File: config.mk
export PLATFORM = sky130hd
export DESIGN_NAME = snake_mover
export DESIGN_NICKNAME = d
export VERILOG_FILES = /design/src/rtl/snake_pkg.sv /design/src/rtl/snake_tick_gen.sv /design/src/rtl/snake_mover.sv
export SDC_FILE = /design/constraint.sdc
export NUM_CORES = 1
export LEC_CHECK = 0
export ABC_AREA = 1
export CORE_MARGIN = 10
export CORE_UTILIZATION = 52
export DETAILED_ROUTE_END_ITERATION = 7
export PLACE_DENSITY_LB_ADDON = 0.08
export SLEW_MARGIN = 20
export SYNTH_ARGS = -nofsm -noshare
export SYNTH_HDL_FRONTEND = slang
export SYNTH_SLANG_ARGS = --single-unit
File: constraint.sdc
create_clock -name clk -period 7.73 [get_ports clk]
set_input_delay 0.773 -clock clk [delete_from_list [all_inputs] [get_ports clk]]
set_output_delay 0.773 -clock clk [all_outputs]
set_load 0.02 [all_outputs]
File: src/rtl/snake_pkg.sv
// Shared definitions for the snake motion engine: one-hot direction codes,
// FSM state encoding and direction helpers.
package snake_pkg;

  localparam int unsigned DIR_W = 5;

  typedef logic [DIR_W-1:0] dir_t;

  localparam dir_t DIR_NONE  = 5'b00000;
  localparam dir_t DIR_RIGHT = 5'b00001;
  localparam dir_t DIR_DOWN  = 5'b00010;
  localparam dir_t DIR_LEFT  = 5'b00100;
  localparam dir_t DIR_UP    = 5'b01000;
  localparam dir_t DIR_STOP  = 5'b10000;

  typedef enum logic [1:0] {
    ST_IDLE = 2'd0,
    ST_RUN  = 2'd1,
    ST_DEAD = 2'd2
  } state_e;

  // Exact reverse of a move code; anything else has no opposite.
  function automatic dir_t opposite_dir(input dir_t d);
    dir_t r;
    case (d)
      DIR_RIGHT: r = DIR_LEFT;
      DIR_LEFT:  r = DIR_RIGHT;
      DIR_DOWN:  r = DIR_UP;
      DIR_UP:    r = DIR_DOWN;
      default:   r = DIR_NONE;
    endcase
    return r;
  endfunction

  // Only the four single-bit movement codes move; everything else means stop.
  function automatic logic is_move_code(input dir_t d);
    return (d == DIR_RIGHT) || (d == DIR_DOWN) || (d == DIR_LEFT) || (d == DIR_UP);
  endfunction

endpackage

File: src/rtl/snake_tick_gen.sv
// Move-tick generator: counts 0..TICK_CYCLES-1 and pulses on the wrap cycle;
// the count freezes while hold is high.
module snake_tick_gen #(
  parameter int unsigned TICK_CYCLES = 15165696
) (
  input  logic clk,
  input  logic reset,
  input  logic hold,
  output logic tick_c
);

  localparam int unsigned CNT_W = (TICK_CYCLES > 1) ? $clog2(TICK_CYCLES) : 1;
  localparam logic [CNT_W-1:0] CNT_LAST = CNT_W'(TICK_CYCLES - 1);

  logic [CNT_W-1:0] cnt_q, cnt_d;

  always_comb begin
    cnt_d = cnt_q;
    if (!hold) begin
      cnt_d = (cnt_q == CNT_LAST) ? '0 : cnt_q + CNT_W'(1);
    end
  end

  always_ff @(posedge clk or posedge reset) begin
    if (reset) cnt_q <= '0;
    else       cnt_q <= cnt_d;
  end

  assign tick_c = !hold && (cnt_q == CNT_LAST);

endmodule

File: src/rtl/snake_mover.sv
// Snake motion engine: head plus growable body advancing one cell per tick,
// with reversal rejection and wall/self collision. SNAKE_WRAP_EN wraps walls.
module snake_mover
  import snake_pkg::*;
#(
  parameter int unsigned GRID_W      = 64,
  parameter int unsigned GRID_H      = 48,
  parameter int unsigned X_W         = 7,
  parameter int unsigned Y_W         = 6,
  parameter int unsigned MAX_LEN     = 15,
  parameter int unsigned TICK_CYCLES = 15165696,
  parameter int unsigned INIT_X      = 32,
  parameter int unsigned INIT_Y      = 24,
  localparam int unsigned LEN_W      = $clog2(MAX_LEN + 1)
) (
  input  logic                   clk,
  input  logic                   reset,
  input  logic [DIR_W-1:0]       direction,
  input  logic                   grow,
  output logic [X_W-1:0]         head_x,
  output logic [Y_W-1:0]         head_y,
  output logic [MAX_LEN*X_W-1:0] body_x,
  output logic [MAX_LEN*Y_W-1:0] body_y,
  output logic [LEN_W-1:0]       length,
  output logic                   step,
  output logic                   dead
);

  state_e           state_q, state_d;
  dir_t             cur_dir_q, cur_dir_d;
  logic [X_W-1:0]   head_x_q, head_x_d;
  logic [Y_W-1:0]   head_y_q, head_y_d;
  logic [X_W-1:0]   body_x_q [MAX_LEN];
  logic [X_W-1:0]   body_x_d [MAX_LEN];
  logic [Y_W-1:0]   body_y_q [MAX_LEN];
  logic [Y_W-1:0]   body_y_d [MAX_LEN];
  logic [LEN_W-1:0] len_q, len_d;
  logic             grow_pend_q, grow_pend_d;
  logic             step_q, step_d;
  logic             dead_q, dead_d;

  logic             tick_c;
  logic             move_code_c;
  logic             dir_ok_c;
  logic [X_W:0]     nx_w;
  logic [Y_W:0]     ny_w;
  logic             wall_x_c, wall_y_c, wall_c;
  logic [X_W-1:0]   nh_x;
  logic [Y_W-1:0]   nh_y;
  logic             grow_eff_c;
  logic [LEN_W-1:0] chk_len_c;
  logic [MAX_LEN-1:0] hit_c;
  logic             collide_c;

  snake_tick_gen #(
    .TICK_CYCLES(TICK_CYCLES)
  ) u_tick (
    .clk    (clk),
    .reset  (reset),
    .hold   (state_q == ST_DEAD),
    .tick_c (tick_c)
  );

  // Direction sample: reversal is only rejected once a body exists.
  always_comb begin
    move_code_c = is_move_code(direction);
    dir_ok_c    = move_code_c &&
                  !((len_q != '0) && (direction == opposite_dir(cur_dir_q)));
    cur_dir_d   = dir_ok_c ? direction : cur_dir_q;
  end

  // Candidate head one bit wider so that 0-1 shows up as negative.
  always_comb begin
    nx_w = {1'b0, head_x_q};
    ny_w = {1'b0, head_y_q};
    case (cur_dir_d)
      DIR_RIGHT: nx_w = {1'b0, head_x_q} + (X_W+1)'(1);
      DIR_LEFT:  nx_w = {1'b0, head_x_q} - (X_W+1)'(1);
      DIR_DOWN:  ny_w = {1'b0, head_y_q} + (Y_W+1)'(1);
      DIR_UP:    ny_w = {1'b0, head_y_q} - (Y_W+1)'(1);
      default:   ;
    endcase
    wall_x_c = ($signed(nx_w) < $signed((X_W+1)'(0))) ||
               ($signed(nx_w) > $signed((X_W+1)'(GRID_W - 1)));
    wall_y_c = ($signed(ny_w) < $signed((Y_W+1)'(0))) ||
               ($signed(ny_w) > $signed((Y_W+1)'(GRID_H - 1)));
`ifdef SNAKE_WRAP_EN
    wall_c = 1'b0;
    if (nx_w[X_W])     nh_x = X_W'(GRID_W - 1);
    else if (wall_x_c) nh_x = '0;
    else               nh_x = X_W'(nx_w);
    if (ny_w[Y_W])     nh_y = Y_W'(GRID_H - 1);
    else if (wall_y_c) nh_y = '0;
    else               nh_y = Y_W'(ny_w);
`else
    wall_c = wall_x_c || wall_y_c;
    nh_x   = X_W'(nx_w);
    nh_y   = Y_W'(ny_w);
`endif
  end

  // The tail slot vacates this move unless the snake is growing.
  always_comb begin
    grow_eff_c = grow_pend_q && (len_q < LEN_W'(MAX_LEN));
    if (grow_eff_c)        chk_len_c = len_q;
    else if (len_q == '0)  chk_len_c = '0;
    else                   chk_len_c = len_q - LEN_W'(1);
  end

  for (genvar i = 0; i < MAX_LEN; i++) begin : g_hit
    assign hit_c[i] = (LEN_W'(i) < chk_len_c) &&
                      (body_x_q[i] == nh_x) && (body_y_q[i] == nh_y);
  end

  assign collide_c = wall_c || (|hit_c);

  always_comb begin
    state_d     = state_q;
    head_x_d    = head_x_q;
    head_y_d    = head_y_q;
    body_x_d    = body_x_q;
    body_y_d    = body_y_q;
    len_d       = len_q;
    grow_pend_d = grow_pend_q | grow;
    step_d      = 1'b0;
    case (state_q)
      ST_IDLE: begin
        if (move_code_c) state_d = ST_RUN;
      end
      ST_RUN: begin
        if (tick_c && move_code_c) begin
          if (collide_c) begin
            state_d = ST_DEAD;
          end else begin
            head_x_d    = nh_x;
            head_y_d    = nh_y;
            body_x_d[0] = head_x_q;
            body_y_d[0] = head_y_q;
            for (int i = 1; i < MAX_LEN; i++) begin
              body_x_d[i] = body_x_q[i-1];
              body_y_d[i] = body_y_q[i-1];
            end
            if (grow_eff_c) len_d = len_q + LEN_W'(1);
            for (int i = 0; i < MAX_LEN; i++) begin
              if (LEN_W'(i) >= len_d) begin
                body_x_d[i] = '0;
                body_y_d[i] = '0;
              end
            end
            grow_pend_d = grow;
            step_d      = 1'b1;
          end
        end
      end
      ST_DEAD: ;
      default: state_d = ST_IDLE;
    endcase
    dead_d = (state_d == ST_DEAD);
  end

  always_ff @(posedge clk or posedge reset) begin
    if (reset) begin
      state_q     <= ST_IDLE;
      cur_dir_q   <= DIR_NONE;
      head_x_q    <= X_W'(INIT_X);
      head_y_q    <= Y_W'(INIT_Y);
      body_x_q    <= '{default: '0};
      body_y_q    <= '{default: '0};
      len_q       <= '0;
      grow_pend_q <= 1'b0;
      step_q      <= 1'b0;
      dead_q      <= 1'b0;
    end else begin
      state_q     <= state_d;
      cur_dir_q   <= cur_dir_d;
      head_x_q    <= head_x_d;
      head_y_q    <= head_y_d;
      body_x_q    <= body_x_d;
      body_y_q    <= body_y_d;
      len_q       <= len_d;
      grow_pend_q <= grow_pend_d;
      step_q      <= step_d;
      dead_q      <= dead_d;
    end
  end

  for (genvar i = 0; i < MAX_LEN; i++) begin : g_pack
    assign body_x[i*X_W +: X_W] = body_x_q[i];
    assign body_y[i*Y_W +: Y_W] = body_y_q[i];
  end

  assign head_x = head_x_q;
  assign head_y = head_y_q;
  assign length = len_q;
  assign step   = step_q;
  assign dead   = dead_q;

endmodule

# Word level (Yosys, flattened, before mapping)
# Index checks and enable logic that the tools add are counted.
# classes
add_sub_neg,7
n_lt_le_gt_ge,35
n_eq_ne,47
muxes,51
bitwise,2
n_reduce_logical,49
# op_table
operator,n
7-bit equality test,15
7-bit 2-to-1 mux,15
6-bit equality test,15
6-bit 2-to-1 mux,15
1-bit logical AND,35
4-bit >= comparator (first input constant),7
4-bit less-than comparator (first input constant),7
24-bit by 1-bit adder with 24-bit output (second input constant),1
24-bit equality test (second input constant),1
24-bit 2-to-1 mux,1
4-bit 2-to-1 mux,6
3-bit by 4-bit >= comparator with 1-bit output (first input constant),4
3-bit by 4-bit less-than comparator with 1-bit output (first input constant),4
4-bit one-hot mux with 4 select lines,1
8-bit one-hot mux with 2 select lines,1
5-bit by 1-bit equality test with 1-bit output (second input constant),3
5-bit by 2-bit equality test with 1-bit output (second input constant),3
5-bit by 3-bit equality test with 1-bit output (second input constant),3
5-bit by 4-bit equality test with 1-bit output (second input constant),3
15-bit OR reduction,1
7-bit one-hot mux with 2 select lines,1
7-bit by 1-bit adder with 8-bit output (second input constant),1
1-bit by 4-bit >= comparator with 1-bit output (first input constant),2
2-bit by 4-bit >= comparator with 1-bit output (first input constant),2
other kinds (27),44
# totals
ff_bits,246
inputBits,8
wordCells,230

# Depth between registers and ports, before layout
# depth
depth_word,19
depth_mapped,43
mapped_depth_nobuf,40

# By module
# A second synthesis with hierarchy kept.
# hier_totals
cells_unflattened,2729
area_unflattened_um2,16842.4
# by_module_without_submodules
mod,instances,cells_per_inst,area_each_um2
snake_mover,1,2532,15389.8
snake_tick_gen,1,197,1452.6

# Least setup slack after synthesis
# Ideal clock, no wire load.
# synth_path
kind,input -> register
start,in direction[2]
end,"reg head_x_q[0], in the netlist head_x[0]"
arrival_time_ns,4.803
required_time_ns,7.612
slack_ns,2.809
cell_stages,36
path_buffers,5
path_cell_list,nor2_1 > nor2_1 > nor2_1 > and2_1 > buf_2 > nand2_4 > o21ai_2 > nor2_2 > nand2_2 > buf_2 > inv_1 > ha_1 > a21o_1 > a31oi_1 > inv_1 > a21oi_1 > o21bai_1 > xor2_1 > nand2_1 > nand2_1 > buf_2 > nand2_1 > nand2_1 > nor2_1 > nand2_1 > nor2_1 > nand2_1 > nand2_1 > nor2_1 > nand2_1 > nor2_4 > nand2_2 > buf_4 > buf_2 > nand2_1 > nand2_1
# synth_between
elab_chain_len,15
word_cells_on_any_way,90
# synth_lines
element,line,text
from (decl),snake_mover.sv:18,"input logic [DIR_W-1:0] direction,"
5-bit by 1-bit equality test with 1-bit output / 5-bit by 2-bit equality test with 1-bit output (equally long branches),snake_pkg.sv:37,return (d == DIR_RIGHT) || (d == DIR_DOWN) || (d == DIR_LEFT) || (d == DIR_UP);
1-bit logical OR (3 in series),snake_pkg.sv:37,
1-bit logical AND (*),snake_mover.sv:67,dir_ok_c = move_code_c &&
5-bit 2-to-1 mux (*),snake_mover.sv:69,cur_dir_d = dir_ok_c ? direction : cur_dir_q;
via cur_dir_d[0],snake_mover.sv:30,"dir_t cur_dir_q, cur_dir_d;"
branches (longest 9 deep; another with 8-bit by 1-bit less-than comparator with 1-bit output),-,
to (signal assigned),snake_mover.sv:165,head_x_q <= X_W'(INIT_X);
to (decl),snake_mover.sv:31,"logic [X_W-1:0] head_x_q, head_x_d;"
# Mark *: on every way through the listed nets, which the timed path passes.
# A chain may end at the register's enable or synchronous reset.

# Worst setup path after layout
# layout_path
start,"reg len_q[1], in the netlist length[1]"
end,reg body_y_q (netlist bit body_y[61])
# layout_between
elab_chain_len,14
word_cells_on_any_way,110
# layout_lines
element,line,text
from (decl),snake_mover.sv:37,"logic [LEN_W-1:0] len_q, len_d;"
from (signal assigned),snake_mover.sv:180,len_q <= len_d;
4-bit nonzero test (*),snake_mover.sv:68,!((len_q != '0) && (direction == opposite_dir(cur_dir_q)));
1-bit logical AND (*),snake_mover.sv:68,
1-bit logical NOT (*),snake_mover.sv:68,
1-bit logical AND (*),snake_mover.sv:67,
5-bit 2-to-1 mux (*),snake_mover.sv:69,
via cur_dir_d[3],snake_mover.sv:30,
branches (longest 6 deep; another with 8-bit by 1-bit less-than comparator with 1-bit output),-,
1-bit logical OR (*),snake_mover.sv:115,assign collide_c = wall_c || (|hit_c);
1-bit NOT (no source line) (*),-,
3-bit AND reduction (no source line) (*),-,
to (signal assigned),snake_mover.sv:179,body_y_q <= body_y_d;
to (decl),snake_mover.sv:35,logic [Y_W-1:0] body_y_q [MAX_LEN];
# Mark *: on every way through the listed nets, which the timed path passes. The select of a mux whose other input is x is not followed.

==> summary.md <==
| Metric | Value |
|---|---|
| Clk slew on worst S/H paths | 0.06 ns |
| Worst Path Arrival | 7.22 ns |
| 1st-pass router iterations | 8 |
| Diode count | 0 |
| Final wirelength | 75300 um |
| Clock Latency Late Sink | 0.61 ns |
| Pins Over Slew Limit | 0 |
| Initial core utilization | 0.530 |
| Status | finished clean |
| Library cells used by synthesis | 41 |
| Clock Tree Buf Depth | 3 |
| Fin. Hold Viols | 0 |
| Die X | 203 um |
| Critical Path End Type | register |
| GRT overflow | 0 |
| CTS resizes | 0 |
| Post-Syn Area per Cell | 5.96 um2 |
| Root Driver | clkbuf_16 |
| Unrepaired setup endpoints after global routing | false |
| Die height | 203 um |
| FFs w/ async S/R, synth | 1.00 |
| Top-count cell post-synth | nand2_1 |
| Top post-synthesis cells by area | dfrtp_1 (35%), nand2_1 (26%), nand3_1 (10%) |
| Max Cap Viol | 0 |
| Initial antenna violation count | 1 |
| Total core area | 0.0328 mm2 |
| Critical Path RT | 8.25 ns |
| Yosys Warn Count | 0 |
| Crit path kind | reg -> reg |
| WHS | 0.504 ns |
| Tot GR Track Use | 0.356 |
| Antenna viol nets, final | 0 |
| Register bit total from synthesis | 246 |
| CTS tree | done |
| Post-layout min period | 6.70 ns |
| Vias in the first global route | 18800 |
| Synth top area share | 0.350 |
| Synthesized area | 0.0174 mm2 |
| Row count | 66 |
| Pin count of the biggest net entering global routing | 212 |
| IO buf count | 221 |
| Htree depth | 1 |
| PwrDens | 172 mW/mm2 |
| Synthesis-to-finish area growth | 19.5% |
| Hold Crit Class | reg -> reg |
| Post-Route Skew | 0.0280 ns |
| # DRC | 0 |
| Worst path most repeated cell | nand2_1 |
| 1st-iter DRT viols | 2516 |
| CP Launch Type | register |
| Sequential-to-total area share from yosys stat | 0.354 |
| First-pass GRT wire length | 114000 um |
| Period utilization | 0.866 |
| Total negative slack | 0 ns |
| Main synth FF type | dfrtp_1 |
| Fmax | 0.149 GHz |
| Crit Path Max Fanout | 211 |
| Hpwl dp | 53100 um |
| VDD IR-drop max | 0.000188 V |
| Setup bufs post-CTS | 0 |
| Io pins | 222 |
| Routed len/inst | 21.2 um |
| Leak pwr | 11.0 nW |
| CTS Sinks | 246 |
| Clock buffer count from CTS | 29 |
| NumNets Final | 3104 |
| Synthesized instance count | 2918 |
| Routability cong. | 1.05 |
| Setup Viol. Count Final | 0 |
| Slew @ Worst Pin | 1.05 ns |
| CTS hold repair buffers | 0 |
| Commonest cells in the netlist | nand2_1 (1226), nor2_1 (449), nand3_1 (353), inv_1 (338), dfrtp_1 (243) |
| Vias | 20100 |
| Number of synthesized flops with an enable pin | 0 |
| Worst slew margin | 0.300 |
| Max stage delay on crit path | 0.63 ns |
| Layout cells sized above 1 | 0.0374 |
| FILL cells | 3148 |
| Yosys top cell by area | dfrtp_1 |
| Die area | 0.0411 mm2 |
| Vias per cell | 5.67 |
| Critical path's slowest cell | buf_12 |
| Synth Net Count | 2943 |
## critical path: cells and delay by family (launching register included)
kind / cells / cell delay (ns)
AO/OA/AOI/OAI: 4 / 0.60
XOR/XNOR: 1 / 0.15
adder cells (fa/ha/maj): 2 / 0.56
buffers and inverters: 5 / 1.22
flip-flops: 1 / 0.49
AND/OR/NAND/NOR: 23 / 3.36
## layout by cell type, fill, tap and decap left out, types with 4 or more instances in the layout
master,instances
inv_1,337
a21oi_1,25
clkbuf_16,29
nor4_1,8
nand4_1,24
a31oi_1,5
ha_1,15
o21ai_0,20
nand3b_1,4
clkbuf_1,9
nand3_1,353
nand2_1,1226
nor3_1,12
nand2_2,17
nor2_1,449
xor2_1,14
buf_4,24
clkinv_2,7
inv_2,6
dfrtp_1,243
clkdlybuf4s50_1,221
clkbuf_8,5
## layer usage
| metal | vias up | share of wire | GRT usage |
|---|---|---|---|
| met5 | - | 0.000093 | 0 |
| met4 | 2 | 0.061 | 0.190 |
| met3 | 267 | 0.12 | 0.0869 |
| met2 | 1363 | 0.43 | 0.532 |
| met1 | 9215 | 0.39 | 0.468 |
| li1 | 9252 | - | - |
## power breakdown
| part | total [mW] | internal [mW] | switching, mW |
|---|---|---|---|
| registers | 1.33 | 1.31 | 0.0187 |
| clock network | 1.41 | 0.809 | 0.606 |
| logic | 0.823 | 0.206 | 0.617 |
## final cells by class
class | instances | area (um2) | area share
tap | 442 | 553 | 0.0266
clock buffer | 43 | 828 | 0.0399
inverter | 346 | 1310 | 0.0631
sequential | 246 | 6160 | 0.297
clock inverter | 11 | 123 | 0.00590
multi-input combinational | 2206 | 9320 | 0.449
timing repair buffer | 250 | 2470 | 0.119
## path summary, 6_finish.rpt
check,start,endpoint,slack (ns),depth (start not counted)
hold / removal,u_tick.cnt_q[4],u_tick.cnt_q[4],0.50,1
min in group asynchronous,reset,body_x[22],0.63,2
setup reg to reg,length[1],body_y[61],1.03,35
setup / recovery,length[1],body_y[61],1.03,35
hold reg to reg,u_tick.cnt_q[4],u_tick.cnt_q[4],0.50,1
max in group asynchronous,reset,body_x[78],5.67,3
## sequential cells by signal (all words and copies together) (netlist names)
register and count:
body_x 105, body_y 90, u_tick.cnt_q 24, head_x 7, head_y 6, cur_dir_q 5
length 4, state_q 2, dead 1, grow_pend_q 1, step 1
## metrics by stage
| step | utilization | cells | area, um2 | total power [mW] | setup slack, ns |
|---|---|---|---|---|---|
| 3_3_place_gp | 0.604 | 3489 | 19800 | 2.13 | 0.864 |
| 4_1_cts | 0.633 | 3543 | 20800 | 3.54 | 1.31 |
| 3_5_place_dp | 0.604 | 3489 | 19800 | 2.14 | 0.743 |
| 6_report | 0.633 | 3544 | 20800 | 3.57 | 1.03 |
| 2_1_floorplan | - | 2918 | 17400 | 1.87 | 0.204 |
| 5_1_grt | 0.633 | 3544 | 20800 | 3.68 | 0.512 |
## kinds of logic (layout without fill, tap and decap cells)
kind of cell    after synthesis  count (layout)  synth area share
flops                       246             246             0.354
xor+xnor                     15              15           0.00756
simple gates               2106            2106             0.492
buf+inv                     466             650             0.110
fa+ha+maj                    17              17            0.0131
compound gates               68              68            0.0225
No activity file was read; power rests on OpenSTA's default activity.
